## config.mk

```make
export PLATFORM = sky130hd
export DESIGN_NAME = ov5640_sccb_responder
export DESIGN_NICKNAME = d
export VERILOG_FILES = /design/src/rtl/ov5640_sccb_responder.sv
export SDC_FILE = /design/constraint.sdc
export NUM_CORES = 1
export LEC_CHECK = 0
export CORE_ASPECT_RATIO = 0.5
export CORE_MARGIN = 2
export CORE_UTILIZATION = 47
export CTS_BUF_LIST = sky130_fd_sc_hd__clkbuf_4
export DETAILED_ROUTE_END_ITERATION = 16
export HOLD_SLACK_MARGIN = 0.1
export PLACE_DENSITY = 0.78
export SLEW_MARGIN = 20
export SYNTH_ARGS = -nofsm -noshare
export SYNTH_HDL_FRONTEND = slang
export SYNTH_SLANG_ARGS = --single-unit
```

## constraint.sdc

```tcl
create_clock -name clk_i -period 2.41 [get_ports clk_i]
set_clock_uncertainty 0.2 [all_clocks]
set_input_delay 0.6025 -clock clk_i [delete_from_list [all_inputs] [get_ports clk_i]]
set_output_delay 0.6025 -clock clk_i [all_outputs]
set_load 0.03 [all_outputs]
```

## src/rtl/ov5640_sccb_responder.sv

```systemverilog
// SCCB target emulating the OV5640 register port: decodes 16-bit-address writes and serves register reads.
// Latency: bus edges are acted on SYNC_STAGES+1 clocks after the pin changes; the write strobe fires 1 clock after the 8th data bit's rise.
// Backpressure: none; write strobes are fire-and-forget, and read data must be valid combinationally from reg_rd_addr_o.
module ov5640_sccb_responder #(
  parameter logic [6:0] DEVICE_ADDR = 7'h3C,
  parameter int         SYNC_STAGES = 2
) (
  input  logic        clk_i,
  input  logic        rst_i,
  input  logic        sccb_scl_i,
  input  logic        sccb_sda_i,
  output logic        sccb_sda_oe_o,
  output logic        reg_wr_valid_o,
  output logic [15:0] reg_wr_addr_o,
  output logic [7:0]  reg_wr_data_o,
  output logic [15:0] reg_rd_addr_o,
  input  logic [7:0]  reg_rd_data_i,
  output logic        busy_o
);

  typedef enum logic [3:0] {
    IDLE, DEV_ADDR, DEV_ACK, ADDR_HI, ADDR_HI_ACK, ADDR_LO, ADDR_LO_ACK,
    WR_DATA, WR_ACK, RD_DATA, RD_ACK, IGNORE
  } state_t;

  logic [SYNC_STAGES-1:0] scl_sync, sda_sync;
  logic scl_d, sda_d;
  logic scl_s, sda_s;
  logic scl_rise, scl_fall, start_det, stop_det;

  state_t      state;
  logic [2:0]  bit_cnt;
  logic [1:0]  ack_ph;    // 0: wait fall after 8th bit, 1: wait 9th rise, 2: wait fall ending ack
  logic [7:0]  shreg;
  logic [7:0]  rx_byte;
  logic        rw;
  logic [15:0] pointer;
  logic        sda_oe;
  logic        wr_valid;
  logic [15:0] wr_addr;
  logic [7:0]  wr_data;
  logic        busy;

  assign scl_s = scl_sync[SYNC_STAGES-1];
  assign sda_s = sda_sync[SYNC_STAGES-1];

  // Synchronize the bus lines and keep a one-cycle-delayed copy for edge detection; reset to the idle-bus level
  always_ff @(posedge clk_i or posedge rst_i) begin
    if (rst_i) begin
      scl_sync <= '1;
      sda_sync <= '1;
      scl_d    <= 1'b1;
      sda_d    <= 1'b1;
    end else begin
      scl_sync <= {scl_sync[SYNC_STAGES-2:0], sccb_scl_i};
      sda_sync <= {sda_sync[SYNC_STAGES-2:0], sccb_sda_i};
      scl_d    <= scl_s;
      sda_d    <= sda_s;
    end
  end

  // START/STOP need SCL stable high across the sample pair; an SDA change coinciding with an SCL edge counts as data
  assign scl_rise  = scl_s & ~scl_d;
  assign scl_fall  = ~scl_s & scl_d;
  assign start_det = ~sda_s & sda_d & scl_s & scl_d;
  assign stop_det  = sda_s & ~sda_d & scl_s & scl_d;
  assign rx_byte   = {shreg[6:0], sda_s};

  // Protocol FSM: byte shifting, ACK driving, pointer management and registered outputs
  always_ff @(posedge clk_i or posedge rst_i) begin
    if (rst_i) begin
      state    <= IDLE;
      bit_cnt  <= 3'd0;
      ack_ph   <= 2'd0;
      shreg    <= 8'd0;
      rw       <= 1'b0;
      pointer  <= 16'd0;
      sda_oe   <= 1'b0;
      wr_valid <= 1'b0;
      wr_addr  <= 16'd0;
      wr_data  <= 8'd0;
      busy     <= 1'b0;
    end else begin
      wr_valid <= 1'b0;
      if (start_det) begin
        state   <= DEV_ADDR;
        bit_cnt <= 3'd0;
        ack_ph  <= 2'd0;
        sda_oe  <= 1'b0;
      end else if (stop_det) begin
        state  <= IDLE;
        busy   <= 1'b0;
        sda_oe <= 1'b0;
      end else begin
        case (state)
          DEV_ADDR, ADDR_HI, ADDR_LO, WR_DATA: begin
            if (scl_rise) begin
              shreg   <= rx_byte;
              bit_cnt <= bit_cnt + 3'd1;
              if (bit_cnt == 3'd7) begin
                ack_ph <= 2'd0;
                case (state)
                  DEV_ADDR: begin
                    if (rx_byte[7:1] == DEVICE_ADDR) begin
                      busy  <= 1'b1;
                      rw    <= rx_byte[0];
                      state <= DEV_ACK;
                    end else begin
                      state <= IGNORE;
                    end
                  end
                  ADDR_HI: begin
                    pointer[15:8] <= rx_byte;
                    state         <= ADDR_HI_ACK;
                  end
                  ADDR_LO: begin
                    pointer[7:0] <= rx_byte;
                    state        <= ADDR_LO_ACK;
                  end
                  default: begin
                    wr_valid <= 1'b1;
                    wr_addr  <= pointer;
                    wr_data  <= rx_byte;
                    pointer  <= pointer + 16'd1;
                    state    <= WR_ACK;
                  end
                endcase
              end
            end
          end
          DEV_ACK, ADDR_HI_ACK, ADDR_LO_ACK, WR_ACK: begin
            if (ack_ph == 2'd0 && scl_fall) begin
              sda_oe <= 1'b1;
              ack_ph <= 2'd1;
            end else if (ack_ph == 2'd1 && scl_rise) begin
              ack_ph <= 2'd2;
            end else if (ack_ph == 2'd2 && scl_fall) begin
              sda_oe  <= 1'b0;
              bit_cnt <= 3'd0;
              ack_ph  <= 2'd0;
              case (state)
                DEV_ACK: begin
                  if (rw) begin
                    // First read byte is fetched at the falling edge that ends the address ACK
                    state   <= RD_DATA;
                    shreg   <= {reg_rd_data_i[6:0], 1'b0};
                    sda_oe  <= ~reg_rd_data_i[7];
                    pointer <= pointer + 16'd1;
                  end else begin
                    state <= ADDR_HI;
                  end
                end
                ADDR_HI_ACK: state <= ADDR_LO;
                default:     state <= WR_DATA;
              endcase
            end
          end
          RD_DATA: begin
            if (scl_rise) begin
              if (bit_cnt == 3'd7) begin
                bit_cnt <= 3'd0;
                ack_ph  <= 2'd0;
                state   <= RD_ACK;
              end else begin
                bit_cnt <= bit_cnt + 3'd1;
              end
            end else if (scl_fall) begin
              sda_oe <= ~shreg[7];
              shreg  <= {shreg[6:0], 1'b0};
            end
          end
          RD_ACK: begin
            if (ack_ph == 2'd0 && scl_fall) begin
              sda_oe <= 1'b0;
              ack_ph <= 2'd1;
            end else if (ack_ph == 2'd1 && scl_rise) begin
              // SDA high at the 9th rise is the master's NACK: stop sourcing data
              if (sda_s) state <= IGNORE;
              else       ack_ph <= 2'd2;
            end else if (ack_ph == 2'd2 && scl_fall) begin
              state   <= RD_DATA;
              bit_cnt <= 3'd0;
              ack_ph  <= 2'd0;
              shreg   <= {reg_rd_data_i[6:0], 1'b0};
              sda_oe  <= ~reg_rd_data_i[7];
              pointer <= pointer + 16'd1;
            end
          end
          IGNORE: sda_oe <= 1'b0;
          default: ;
        endcase
      end
    end
  end

  assign sccb_sda_oe_o  = sda_oe;
  assign reg_wr_valid_o = wr_valid;
  assign reg_wr_addr_o  = wr_addr;
  assign reg_wr_data_o  = wr_data;
  assign reg_rd_addr_o  = pointer;
  assign busy_o         = busy;

endmodule
```

==> reports/qor.tcl <==
set qor(grt_first_pass_wirelength_mm) 15.8
set qor(synth.yosys.seq_area_share_pct) 45.2
set qor(path_depth) 1
set qor(numCtsBuffers) 9
set qor(ys_async_sr_fraction_pct) 100
set qor(ir_drop_v) 0.000600
set qor(p_leak_nw) 2.11
set qor(setup_violations) 0
set qor(finalWorstPathRequiredPeriod_ps) 2350
set qor(ctsHtreeMaxLevel) 3
set qor(max-slew-margin-rel_pct) 63.2
set qor(timing.critical_path.to_type) {primary output}
set qor(fp-row-count) 22
set qor(cp.required_ps) 1610
set qor(chip_height_um) 67.0
set qor(detail_route_met3_wl_um) 622
set qor(critical_path_arrival_ps) 1540
set qor(final-max-slew-violation-count) 0
set qor(floorplan.io_pins) 55
set qor(drt-total-wl_mm) 9.42
set qor(die_area_sq_um) 8700
set qor(layout-area-overhead-vs-synth_pct) 24.9
set qor(floorplan.initialDensity_pct) 49.6
set qor(cp-startpoint) {reg_rd_addr_o[14]$_DFFE_PP0P_}
set qor(sum_of_overflow_across_all_layers_after_global_routing) 0
set qor(path_delay_family) {buffers and inverters}
set qor(antennaDiodeCount) 0
set qor(cp_slowest_cell) {sky130_fd_sc_hd__clkdlybuf4s50_1}
set qor(startpoint_type) {flop}
set qor(drt_first_iter_violations) 205
set qor(synth_cell_types) 67
set qor(crit_type) {flop to primary output}
set qor(period_share_pct) 97.4
set qor(setup_repair_after_global_routing_missed_its_margin) {no}
set qor(whs_ps) 158
set qor(finalWeightedCongestion) 0.924
set qor(numClockSinks) 67
set qor(r2r_start) {bit_cnt[0]$_DFFE_PP0P_}
set qor(finalHoldViolCount) 0
set qor(drc) 0
set qor(io_buffer_count) 54
set qor(post_route_cell_area_sq_um) 4650
set qor(detailedPlacementHpwl_mm) 6.54
set qor(synth_edf_count) 0
set qor(die_w_um) 130
set qor(cap_violations) 0
set qor(globalRouteTotalUtil_pct) 24.3
set qor(clock_insertion_delay_worst_skew_ps) 440
set qor(wl_met2_mm) 4.24
set qor(root_buffer) {sky130_fd_sc_hd__clkbuf_4}
set qor(wl_met1_mm) 4.39
set qor(synth_cells) 361
set qor(vias) 3153
set qor(post_route_setup_tns_ps) 0
set qor(synth_top_flop_cell) {sky130_fd_sc_hd__dfrtp_1}
set qor(synthesis.area_per_instance_sq_um) 10.3
set qor(dominant_cells_by_area_after_synthesis) {sky130_fd_sc_hd__dfrtp_1 41%, sky130_fd_sc_hd__mux2_2 7.3%, sky130_fd_sc_hd__dfstp_2 4.2%}
set qor(synthDominantAreaCellType) {sky130_fd_sc_hd__dfrtp_1}
set qor(power.density_cell_area_nw_per_um2) 1020
set qor(report.power.total_w) 0.00477
set qor(setup.reg_to_reg.worst_slack_ps) 140
set qor(critical_path_buf_inv_count) 1
set qor(ys.warnings.count) 0
set qor(synth_nets) 376
set qor(crit_end) {reg_rd_addr_o[14]}
set qor(clock_tree.buffer_depth) 2
set qor(drtPass1Iterations) 5
set qor(cts_tree) {built}
set qor(drt-wirelength-per-cell_um) 17.2
set qor(layout-drive-gt1-share_pct) 23.7
set qor(worstReg2RegEnd) {state[3]$_DFFE_PP0P_}
set qor(number_of_antenna_violations_at_the_first_check_in_global_routing) 0
set qor(grt_start_max_net_pins) 68
set qor(timing.critical_path.fanout_max) 4
set qor(design.final.nets) 449
set qor(reg2regPathDepth) 8
set qor(worstPathCellList) {clkdlybuf4s50_1}
set qor(worst_pin_slew_ps) 553
set qor(ys_seq_elements) 67
set qor(synthesis.area_sq_um) 3730
set qor(vias_per_cell) 5.76
set qor(top_signal_layer_used) {met4}
set qor(first_global_vias) 3027
set qor(cp_slowest_stage_delay_ps) 690
set qor(post_dp_cell_area_sq_um) 4510
set qor(outcome) {completed}
set qor(synth_top_area_share_pct) 41.0
set qor(clkTransAtPathRegs_ps) 120
set qor(min_path_type) {flop to flop}
set qor(floorplan.core_area_sq_um) 7510
set qor(route.antenna.remaining_nets) 0
set qor(fmaxAchievable_ghz) 0.426
==> Yosys cell counts, types with 4 or more instances <==
| library cell | instances |
|---|---|
| sky130_fd_sc_hd__mux2_2 | 24 |
| sky130_fd_sc_hd__nand2_1 | 26 |
| sky130_fd_sc_hd__buf_2 | 10 |
| sky130_fd_sc_hd__o21ai_0 | 19 |
| sky130_fd_sc_hd__nor2_1 | 21 |
| sky130_fd_sc_hd__a31oi_1 | 4 |
| sky130_fd_sc_hd__mux2i_1 | 9 |
| sky130_fd_sc_hd__a21oi_2 | 5 |
| sky130_fd_sc_hd__nand3_1 | 18 |
| sky130_fd_sc_hd__dfrtp_1 | 61 |
| sky130_fd_sc_hd__a2bb2oi_1 | 12 |
| sky130_fd_sc_hd__dfstp_2 | 6 |
| sky130_fd_sc_hd__clkbuf_1 | 5 |
| sky130_fd_sc_hd__o21ai_1 | 12 |
| sky130_fd_sc_hd__and3_1 | 5 |
| sky130_fd_sc_hd__nand4_1 | 4 |
| sky130_fd_sc_hd__mux2_4 | 4 |
| sky130_fd_sc_hd__buf_6 | 5 |
| sky130_fd_sc_hd__nand2b_1 | 6 |
| sky130_fd_sc_hd__inv_1 | 9 |
| sky130_fd_sc_hd__o22ai_1 | 7 |
| sky130_fd_sc_hd__a21oi_1 | 26 |
==> cell type report <==
cell class                 instances  area, sq um
fill                             619         2860
tap                              108          135
sequential                        67         1690
inverter                          10         41.3
multi-input combinational        262         1870
clock inverter                     5         30.0
timing repair buffer              84          812
clock buffer                      11         82.6
==> through the flow <==
step	worst slack, ps	utilization [%]	instances
after floorplan	190	-	361
after global placement	139	60.1	530
after detailed placement	119	60.1	530
after CTS	0.458	61.5	546
after global routing	5.44	61.9	547
final	63.7	61.9	547
==> power breakdown <==
group	switching, W	internal [W]	total (W)
clock	0.000407	0.000230	0.000637
combinational	0.00133	0.00110	0.00243
sequential	0.000351	0.00135	0.00171
total	0.00208	0.00268	0.00477
==> sequential cells by signal (all words and copies together), names as in the netlist <==
signal and cells:
ack_ph 2, bit_cnt 3, busy_o 1, reg_rd_addr_o 16
reg_wr_addr_o 16, reg_wr_data_o 8, reg_wr_valid_o 1, rw 1
sccb_sda_oe_o 1, scl_d 1, scl_sync 2, sda_d 1
sda_sync 2, shreg 8, state 4
==> cells by family (layout without fill, tap and decap cells) <==
family                     Yosys count  after routing  share of synthesized area (%)
AOI/OAI and AO/OA                  111            111                           21.0
buffers and inverters               32            110                           4.97
and+or+nand+nor                    109            109                           16.1
adders and majority gates            3              3                           1.01
DFF                                 67             67                           45.2
xor gates and xnor gates             1              1                          0.235
muxes                               38             38                           11.6
==> metal layers <==
layer / GRT usage (%) / up-vias
met3: 6.02 / 18
met1: 34.2 / 1548
met2: 36.4 / 110
li1: - / 1477
met5: 0 / -
met4: 8.60 / 0
==> layout by cell type, fill, tap and decap left out, drive strengths merged, types with 2 or more instances in the layout <==
cell type and count:
dfrtp 61, clkdlybuf4s50 43, o21ai 33, a21oi 32, buf 30, mux2 29, nand2 26, nor2 21
nand3 18, a2bb2oi 12, clkbuf 11, mux2i 9, inv 9, o22ai 8, nand2b 8, dlymetal6s2s 6
dfstp 6, and3 5, dlygate4sd2 5, clkinv 5, nand4 4, a31oi 4, or3 4, nor4 4
nand3b 3, o31ai 3, nor3 3, ha 3, o21bai 3, o21a 3, o311ai 3, nor2b 2
or2 2, o22a 2, nor3b 2, and2 2, a211oi 2
==> worst min-delay path by stage <==
stage	startpoint	endpoint	slack, ps	cells after the start
after global routing	sda_sync[0]$_DFF_PP1_	sda_sync[1]$_DFF_PP1_	150	0
after floorplan	scl_sync[0]$_DFF_PP1_	scl_sync[1]$_DFF_PP1_	150	0
after CTS	sda_sync[0]$_DFF_PP1_	sda_sync[1]$_DFF_PP1_	160	0
after global placement	sda_sync[0]$_DFF_PP1_	sda_sync[1]$_DFF_PP1_	150	0
after detailed placement	sda_sync[0]$_DFF_PP1_	sda_sync[1]$_DFF_PP1_	150	0
final	sda_sync[0]$_DFF_PP1_	sda_sync[1]$_DFF_PP1_	160	0
==> what timing repair did <==
| item | CTS | global route |
|---|---|---|
| setup endpoints to repair | 5 | 9 |
| resized for setup | 5 | 9 |
| hold buffers | 0 | 0 |
| pin swaps | 0 | 1 |
| buffers inserted | 0 | 1 |
(Power assumes the default switching activity.)
